### src/rtl/counter_pkg.sv
//------------------------------------------------------------------------------
// counter_pkg : shared helpers and mode constants for the up/down counter
// Rev 1.0
//------------------------------------------------------------------------------
`default_nettype none

package counter_pkg;

  localparam int CNT_WRAP = 0;
  localparam int CNT_SAT  = 1;

  // Bits needed to hold 0..value-1, never less than 1.
  function automatic int clog2_safe(input int value);
    int r;
    r = 1;
    for (int i = 1; i < 31; i++) begin
      if ((1 << i) < value) r = i + 1;
    end
    return r;
  endfunction

endpackage

`default_nettype wire

### src/rtl/updown_counter_mod_if.sv
//------------------------------------------------------------------------------
// updown_counter_mod_if : control and status bundle of the up/down counter
// Rev 1.0
//------------------------------------------------------------------------------
`default_nettype none

interface updown_counter_mod_if #(
  parameter int WIDTH = 8
);
  logic             clear;
  logic             load;
  logic [WIDTH-1:0] d;
  logic             en;
  logic             up_down;
  logic [WIDTH-1:0] qd;
  logic [WIDTH-1:0] qd_b;
  logic             tc;
  logic             ovf;

  modport master (
    output clear, load, d, en, up_down,
    input  qd, qd_b, tc, ovf
  );

  modport slave (
    input  clear, load, d, en, up_down,
    output qd, qd_b, tc, ovf
  );
endinterface

`default_nettype wire

### src/rtl/counter_prescaler.sv
//------------------------------------------------------------------------------
// counter_prescaler : divides enabled cycles by PRESCALE into a one-cycle tick
// Rev 1.0
//------------------------------------------------------------------------------
`default_nettype none

module counter_prescaler
  import counter_pkg::*;
#(
  parameter int PRESCALE = 1
) (
  input  logic clk,
  input  logic rst_n,
  input  logic restart,
  input  logic en,
  output logic tick
);

  localparam int PW = clog2_safe(PRESCALE);

  generate
    if (PRESCALE == 1) begin : g_bypass
      logic w_unused;
      assign w_unused = &{1'b0, clk, rst_n, restart};
      assign tick     = en;
    end else begin : g_divide
      localparam logic [PW-1:0] c_last = PW'(PRESCALE - 1);
      logic [PW-1:0] r_phase;

      assign tick = en && (r_phase == c_last);

      // Phase only advances on enabled cycles, so en=0 freezes it.
      always_ff @(posedge clk or negedge rst_n) begin
        if (!rst_n) begin
          r_phase <= '0;
        end else if (restart) begin
          r_phase <= '0;
        end else if (en) begin
          r_phase <= (r_phase == c_last) ? '0 : r_phase + PW'(1);
        end
      end
    end
  endgenerate

endmodule

`default_nettype wire

### src/rtl/updown_counter_mod.sv
//------------------------------------------------------------------------------
// updown_counter_mod : up/down counter, wrap/saturate, prescaler, load, clear
// Rev 1.0
//------------------------------------------------------------------------------
`default_nettype none

module updown_counter_mod
  import counter_pkg::*;
#(
  parameter int     WIDTH    = 8,
  parameter longint MODULUS  = 256,
  parameter int     SATURATE = CNT_WRAP,
  parameter int     PRESCALE = 1
) (
  input  logic                 clk,
  input  logic                 rst_n,
  updown_counter_mod_if.slave  bus
);

  generate
    if (WIDTH < 2 || WIDTH > 32 || MODULUS < 2 ||
        MODULUS > (longint'(1) << WIDTH) || PRESCALE < 1 || PRESCALE > 65536) begin : g_param_err
      $error("updown_counter_mod: illegal parameters WIDTH=%0d MODULUS=%0d PRESCALE=%0d",
             WIDTH, MODULUS, PRESCALE);
    end
  endgenerate

  localparam logic [WIDTH:0] c_max = (WIDTH+1)'(MODULUS - 1);
  localparam logic [WIDTH:0] c_one = (WIDTH+1)'(1);
  localparam bit             c_sat = (SATURATE == CNT_SAT);

  logic [WIDTH-1:0] r_q;
  logic             r_tc;
  logic             r_ovf;

  logic             w_tick;
  logic [WIDTH:0]   w_q_ext;
  logic [WIDTH:0]   w_d_ext;
  logic [WIDTH:0]   w_load_ext;
  logic [WIDTH:0]   w_step_ext;
  logic             w_boundary;
  logic             w_unused_msb;

  counter_prescaler #(
    .PRESCALE (PRESCALE)
  ) u_prescaler (
    .clk     (clk),
    .rst_n   (rst_n),
    .restart (bus.clear | bus.load),
    .en      (bus.en),
    .tick    (w_tick)
  );

  assign w_q_ext      = {1'b0, r_q};
  assign w_d_ext      = {1'b0, bus.d};
  assign w_load_ext   = (w_d_ext > c_max) ? c_max : w_d_ext;
  assign w_boundary   = bus.up_down ? (w_q_ext == c_max) : (r_q == '0);
  assign w_unused_msb = w_step_ext[WIDTH] ^ w_load_ext[WIDTH];

  always_comb begin
    w_step_ext = w_q_ext;
    if (w_boundary) begin
      if (c_sat)            w_step_ext = w_q_ext;
      else if (bus.up_down) w_step_ext = '0;
      else                  w_step_ext = c_max;
    end else if (bus.up_down) begin
      w_step_ext = w_q_ext + c_one;
    end else begin
      w_step_ext = w_q_ext - c_one;
    end
  end

  // tc is a one-cycle pulse; ovf is sticky until clear or reset.
  always_ff @(posedge clk or negedge rst_n) begin
    if (!rst_n) begin
      r_q   <= '0;
      r_tc  <= 1'b0;
      r_ovf <= 1'b0;
    end else if (bus.clear) begin
      r_q   <= '0;
      r_tc  <= 1'b0;
      r_ovf <= 1'b0;
    end else if (bus.load) begin
      r_q   <= w_load_ext[WIDTH-1:0];
      r_tc  <= 1'b0;
    end else if (w_tick) begin
      r_q   <= w_step_ext[WIDTH-1:0];
      r_tc  <= w_boundary;
      r_ovf <= r_ovf | w_boundary;
    end else begin
      r_tc  <= 1'b0;
    end
  end

  assign bus.qd   = r_q;
  assign bus.qd_b = ~r_q;
  assign bus.tc   = r_tc;
  assign bus.ovf  = r_ovf;

endmodule

`default_nettype wire
### src/flat_wrapper.sv
// flat-port wrapper written by rule: the top's interface ports become plain ports
module updown_counter_mod_flat import counter_pkg::*;
#(
  parameter int     WIDTH    = 8,
  parameter longint MODULUS  = 256,
  parameter int     SATURATE = CNT_WRAP,
  parameter int     PRESCALE = 1
)
  (clk, rst_n, bus_clear, bus_load, bus_d, bus_en, bus_up_down, bus_qd, bus_qd_b, bus_tc, bus_ovf);
  updown_counter_mod_if #(.WIDTH(WIDTH)) bus_i ();
  input  logic clk;
  input  logic rst_n;
  input wire logic [$bits(bus_i.clear)-1:0] bus_clear;
  input wire logic [$bits(bus_i.load)-1:0] bus_load;
  input wire logic [$bits(bus_i.d)-1:0] bus_d;
  input wire logic [$bits(bus_i.en)-1:0] bus_en;
  input wire logic [$bits(bus_i.up_down)-1:0] bus_up_down;
  output wire logic [$bits(bus_i.qd)-1:0] bus_qd;
  output wire logic [$bits(bus_i.qd_b)-1:0] bus_qd_b;
  output wire logic [$bits(bus_i.tc)-1:0] bus_tc;
  output wire logic [$bits(bus_i.ovf)-1:0] bus_ovf;
  assign bus_i.clear = bus_clear;
  assign bus_i.load = bus_load;
  assign bus_i.d = bus_d;
  assign bus_i.en = bus_en;
  assign bus_i.up_down = bus_up_down;
  assign bus_qd = bus_i.qd;
  assign bus_qd_b = bus_i.qd_b;
  assign bus_tc = bus_i.tc;
  assign bus_ovf = bus_i.ovf;
  updown_counter_mod #(.WIDTH(WIDTH), .MODULUS(MODULUS), .SATURATE(SATURATE), .PRESCALE(PRESCALE)) u_core (.clk(clk), .rst_n(rst_n), .bus(bus_i));
endmodule
### config.mk
export PLATFORM = sky130hd
export DESIGN_NAME = updown_counter_mod_flat
export DESIGN_NICKNAME = d
export VERILOG_FILES = /design/src/rtl/counter_pkg.sv /design/src/rtl/updown_counter_mod_if.sv /design/src/rtl/counter_prescaler.sv /design/src/rtl/updown_counter_mod.sv /design/src/flat_wrapper.sv
export SDC_FILE = /design/constraint.sdc
export NUM_CORES = 1
export LEC_CHECK = 0
export BUFFER_PORTS_ARGS = -buffer_cell sky130_fd_sc_hd__buf_2
export CORE_ASPECT_RATIO = 1.1
export CORE_UTILIZATION = 48
export CTS_CLUSTER_SIZE = 28
export DETAILED_ROUTE_END_ITERATION = 7
export HOLD_SLACK_MARGIN = 0.1
export PLACE_DENSITY_LB_ADDON = 0.3
export SYNTH_ARGS = -nofsm -noshare
export SYNTH_HDL_FRONTEND = slang
export SYNTH_SLANG_ARGS = --single-unit
### constraint.sdc
create_clock -name clk -period 2.07 [get_ports clk]
set_input_delay 0.414 -clock clk [delete_from_list [all_inputs] [get_ports clk]]
set_output_delay 0.414 -clock clk [all_outputs]
set_load 0.005 [all_outputs]
# After elaboration in Yosys (flattened, before gate mapping)
# Index checks and enable logic that the tools add are counted.
[totals]
ff_bits = 10
input_bits = 14
out_inout_bits = 18
word_cells = 28
latch_bits = 0
mem_count = 0
romBits = 0
mem_bits_rw = 0
[op_classes]
n_mux = 14
n_eq_ne = 2
n_lt_le_gt_ge = 1
mul = 0
addsub = 2
reduce_logical = 4
div = 0
n_shift = 0
n_bitwise = 2
[ops]
columns = ["operator", "n"]
rows = [
  ["2-to-1 mux 8 bit", 7],
  ["adder 8 x 1 -> 8 bit (second input constant)", 1],
  ["== test 8 bit (second input constant)", 1],
  ["greater-than comparator 8 bit (second input constant)", 1],
  ["logical NOT 8 bit", 1],
  ["inverter 8 bit", 1],
  ["subtractor 8 x 1 -> 8 bit (second input constant)", 1],
  ["2-to-1 mux 1 bit", 7],
  ["nonzero test 3 bit", 1],
  ["!= test 2 bit (second input constant)", 1],
  ["AND reduction 2 bit", 1],
  ["nonzero test 2 bit", 1],
  ["bitwise OR 1 bit", 1],
]

# Longest topological paths before layout
[logic_depth]
depth_word = 6
mapped_depth = 7
ltp_nobuf = 7

# By module
# From an unflattened synthesis, not the netlist that was laid out.
[hier_totals]
hier_cells = 109
area_unflattened_um2 = 879.6
[modules_own_cells]
columns = ["module", "area_each_um2", "instances", "cells_per_inst", "seq_area_each_um2"]
rows = [
  ["updown_counter_mod", 872.1, 1, 108, 250.2],
  ["counter_prescaler", 7.5, 1, 1, 0.0],
]

# Worst setup path after synthesis
# No wires, ideal clock.
[synth_timing]
kind = "register -> register"
startpoint = "reg u_core.r_q[0] (netlist: u_core.bus.qd[0])"
endpoint = "reg u_core.r_q[4] (netlist: u_core.bus.qd[4])"
n_path_buf = 0
period_less_slack_ps = 1853
setup_ps = 104
path_stages_with_launch = 8
arrival_time_ps = 1749
setup_slack_ps = 217
cell_sequence = "dfrtp_1 inv_1 fa_1 nand2b_1 a21oi_1 xor2_1 o211ai_1 a221oi_1"
[synth_between]
elab_chain_len = 6
elab_cells_between_ends = 10
cone_classes = "add/sub: 2; eq/ne: 1; mux: 6; reduce/logical: 1"
[synth_lines]
columns = ["item", "line", "rtl"]
rows = [
  ["start: declaration", "updown_counter_mod.sv:32", "logic [WIDTH-1:0] r_q;"],
  ["start signal: assignment", "updown_counter_mod.sv:84", "r_q <= w_load_ext[WIDTH-1:0];"],
  ["start signal: assignment", "updown_counter_mod.sv:87", "r_q <= w_step_ext[WIDTH-1:0];"],
  ["subtractor 8 x 1 -> 8 bit, or another cell as far along", "updown_counter_mod.sv:69", "w_step_ext = w_q_ext - c_one;"],
  ["2-to-1 mux 8 bit or 2-to-1 mux 1 bit (tied branches)", "updown_counter_mod.sv:66, updown_counter_mod.sv:57", ""],
  ["2-to-1 mux 8 bit (*)", "updown_counter_mod.sv:62", "if (w_boundary) begin"],
  ["2-to-1 mux 8 bit (*)", "updown_counter_mod.sv:86", "end else if (w_tick) begin"],
  ["2-to-1 mux 8 bit (*)", "updown_counter_mod.sv:83", "end else if (bus.load) begin"],
  ["2-to-1 mux 8 bit (*)", "updown_counter_mod.sv:79", "end else if (bus.clear) begin"],
]
# Every way passes the cells marked *; elsewhere a longest branch is shown, timed or not. The select of a mux whose other input is x is not followed.
# A chain may end at the register's enable or synchronous reset.

# Worst setup path after layout
# Ends and elaborated chain as after synthesis.

==> flow_summary.toml <==
[synth]
ys_ff_latch = 10
synth-async-reset-ratio_pct = 100
synth_edf_count = 0
avgSynthCellArea_um2 = 7.88
synth-main-ff-cell = "dfrtp_1"
ys_seq_area_share_pct = 29.4
yosysWarningCount = 0
synthCells = 108
yosysUniqueCellTypes = 30
synth_nets = 129
netlist_area_um2 = 851

[final_layout]
mostFrequentLayoutCells = "31 x buf_2, 18 x a21oi_1, 13 x inv_1"
drive_gt1_share_pct = 28.0
nets = 165
area_growth_pct = 26.5
fillers = 144
diodes = 0
layout_commonest_cell = "buf_2"

[timing]
tns_ps = 0
tightestPinTransition_ps = 332
setup_violations = 0
period_needed_ps = 1910
hold_violations = 0
finalCritPeriodShare_pct = 92.2
relSlewSlack_pct = 77.8
fmax_ghz = 0.524
finalClockSkew_ps = 0.547
rsz0062_at_grt = "false"
finalMaxSlewViolations = 0

[placed_design]
port_buffers = 31
gp_congestion = 0.832
dp_hpwl_um = 1690

[run_status]
status = "finished, final reports clean"

[power]
sequentialPowerShare_pct = 35.3
irDropWorstVdd_uv = 272
pwr-share-comb_pct = 36.1
internal_power_w = 0.000422
power_w = 0.000640
p_leak_nw = 0.529
switching_share_pct = 34.0
p_sw_w = 0.000218
power_density_mw_per_mm2 = 595
pwr-share-clk_pct = 28.5

[clock_network]
cts-resized-gates = 0
cts.sinks = 10
insertion_delay_ps = 270
post_cts_buffers = 0
hold_buffers = 1
cts_tree = "built"
htree_levels = 1
clk_pin_slew_ps = 70
cts_root_buf = "clkbuf_4"
cts_buffers = 3
cts_buffer_depth = 2

[critical_path]
start_kind = "flop"
slowest_delay_ps = 450
required_ps = 2240
cp_max_fo = 2
cp_cell_sequence = "inv_1 -> fa_1 -> nand2b_1 -> a21oi_1 -> xor2_1 -> o211ai_1 -> a221oi_1"
cp_slowest_cell = "fa_1"
worstPathArrival_ps = 2070
critPathKind = "flop to flop"
endpoint_kind = "flop"

[job]
cap_violations = 0

[grt]
grt_pass1_vias = 747
antenna_found_initial = 0
grt_pass1_wl_um = 3280
grt_usage_pct = 22.4
grt_overflow = 0
grt_max_degree = 19

[routing]
ant_nets = 0
wl_per_cell_um = 13.2
via_per_inst = 5.73
routed_wirelength_um = 2110
vias = 917
drc = 0
drt_iter0_drc = 30
dr.pass1.iters = 4

[die]
io_pins = 32
chipHeight_um = 46.2
die_x_um = 42.1
start_util_pct = 52.7
rows = 15
die-area_mm2 = 0.00194
core_mm2 = 0.00161

[hold_path]
hold_class = "input pin to flop"
[final cells by class]
class | count | area, um^2 | share of cell area, %
multi-input cells | 82 | 539 | 50.1
flip-flops and latches | 10 | 250 | 23.3
repair buffers | 34 | 180 | 16.7
inverters | 13 | 48.8 | 4.53
clock buffers | 4 | 36.3 | 3.37
well taps | 17 | 21.3 | 1.98
[synthesized netlist by cell type, drive strengths merged (2+ instances only)]
| master | count | area, um^2 |
|---|---|---|
| a211oi | 2 | 15.0 |
| a21oi | 19 | 98.9 |
| a221oi | 2 | 17.5 |
| a311oi | 2 | 17.5 |
| clkbuf | 2 | 7.51 |
| dfrtp | 10 | 250 |
| ha | 6 | 75.1 |
| inv | 13 | 48.8 |
| nand2 | 3 | 11.3 |
| nand2b | 2 | 12.5 |
| nand3 | 5 | 25.0 |
| nand3b | 3 | 22.5 |
| nand4 | 2 | 12.5 |
| nor2 | 11 | 41.3 |
| nor3 | 4 | 20.0 |
| o211ai | 2 | 15.0 |
| o21ai | 4 | 20.0 |
| xnor2 | 5 | 43.8 |
[worst max-delay path: cells and delay by family (launching register included)]
family / cells / cell delay [ps]
and+or+nand+nor: 1 / 180
AOI/OAI and AO/OA: 3 / 550
adders and majority gates: 1 / 450
buffers and inverters: 1 / 80
DFF: 1 / 360
xor gates and xnor gates: 1 / 170
[metrics by stage]
stage / util, % / worst slack (ps) / area, um^2 / std cells / hold WS (ps)
3_3_place_gp: 63.8 / 151 / 1030 / 155 / 285
5_1_grt: 66.7 / 8.26 / 1080 / 160 / 408
2_1_floorplan: - / 217 / 851 / 108 / 118
4_1_cts: 66.7 / 176 / 1080 / 160 / 382
3_5_place_dp: 63.8 / 87.4 / 1030 / 155 / 290
6_report: 66.7 / 162 / 1080 / 160 / 381
[metal layers]
metal	wire (um)	global-route usage (%)
met5	0	0
met4	20	10.6
met2	1040	39.4
met3	104	0.392
met1	942	29.3
[worst paths after layout]
kind	slack, ps	cells past startpoint	start	end
max	160	7	u_core.bus.qd[0]	u_core.bus.qd[4]
max reg2reg	160	7	u_core.bus.qd[0]	u_core.bus.qd[4]
max in group asynchronous	1350	2	rst_n	u_core.bus.qd[6]
min	380	3	bus_d[0]	u_core.bus.qd[0]
min reg2reg	490	2	u_core.bus.ovf	u_core.bus.ovf
min in group asynchronous	530	2	rst_n	u_core.bus.qd[0]
[power groups by stage]
| stage | Clock (W) | Sequential [W] | Combinational [W] |
|---|---|---|---|
| after floorplan | 0 | 0.000230 | 0.000146 |
| after global placement | 0 | 0.000229 | 0.000221 |
| after detailed placement | 0 | 0.000230 | 0.000228 |
| after CTS | 0.000183 | 0.000226 | 0.000230 |
| after global routing | 0.000191 | 0.000228 | 0.000259 |
| final | 0.000183 | 0.000226 | 0.000231 |
[state kept, by name (all words and copies together) (netlist names)]
name	cells
u_core.bus.qd	8
u_core.bus.ovf	1
u_core.bus.tc	1
[cells by family (layout without fill, tap and decap cells)]
group           Yosys count  in the layout  share of synthesized area [%]
compound gates           34             34                           24.4
simple gates             34             34                           20.3
flops                    10             10                           29.4
buf+inv                  16             51                           7.21
xor+xnor                  6              6                           6.18
fa+ha+maj                 7              7                           11.2
mux                       1              1                           1.32
Note: power is estimated with default switching activity, not from simulation.
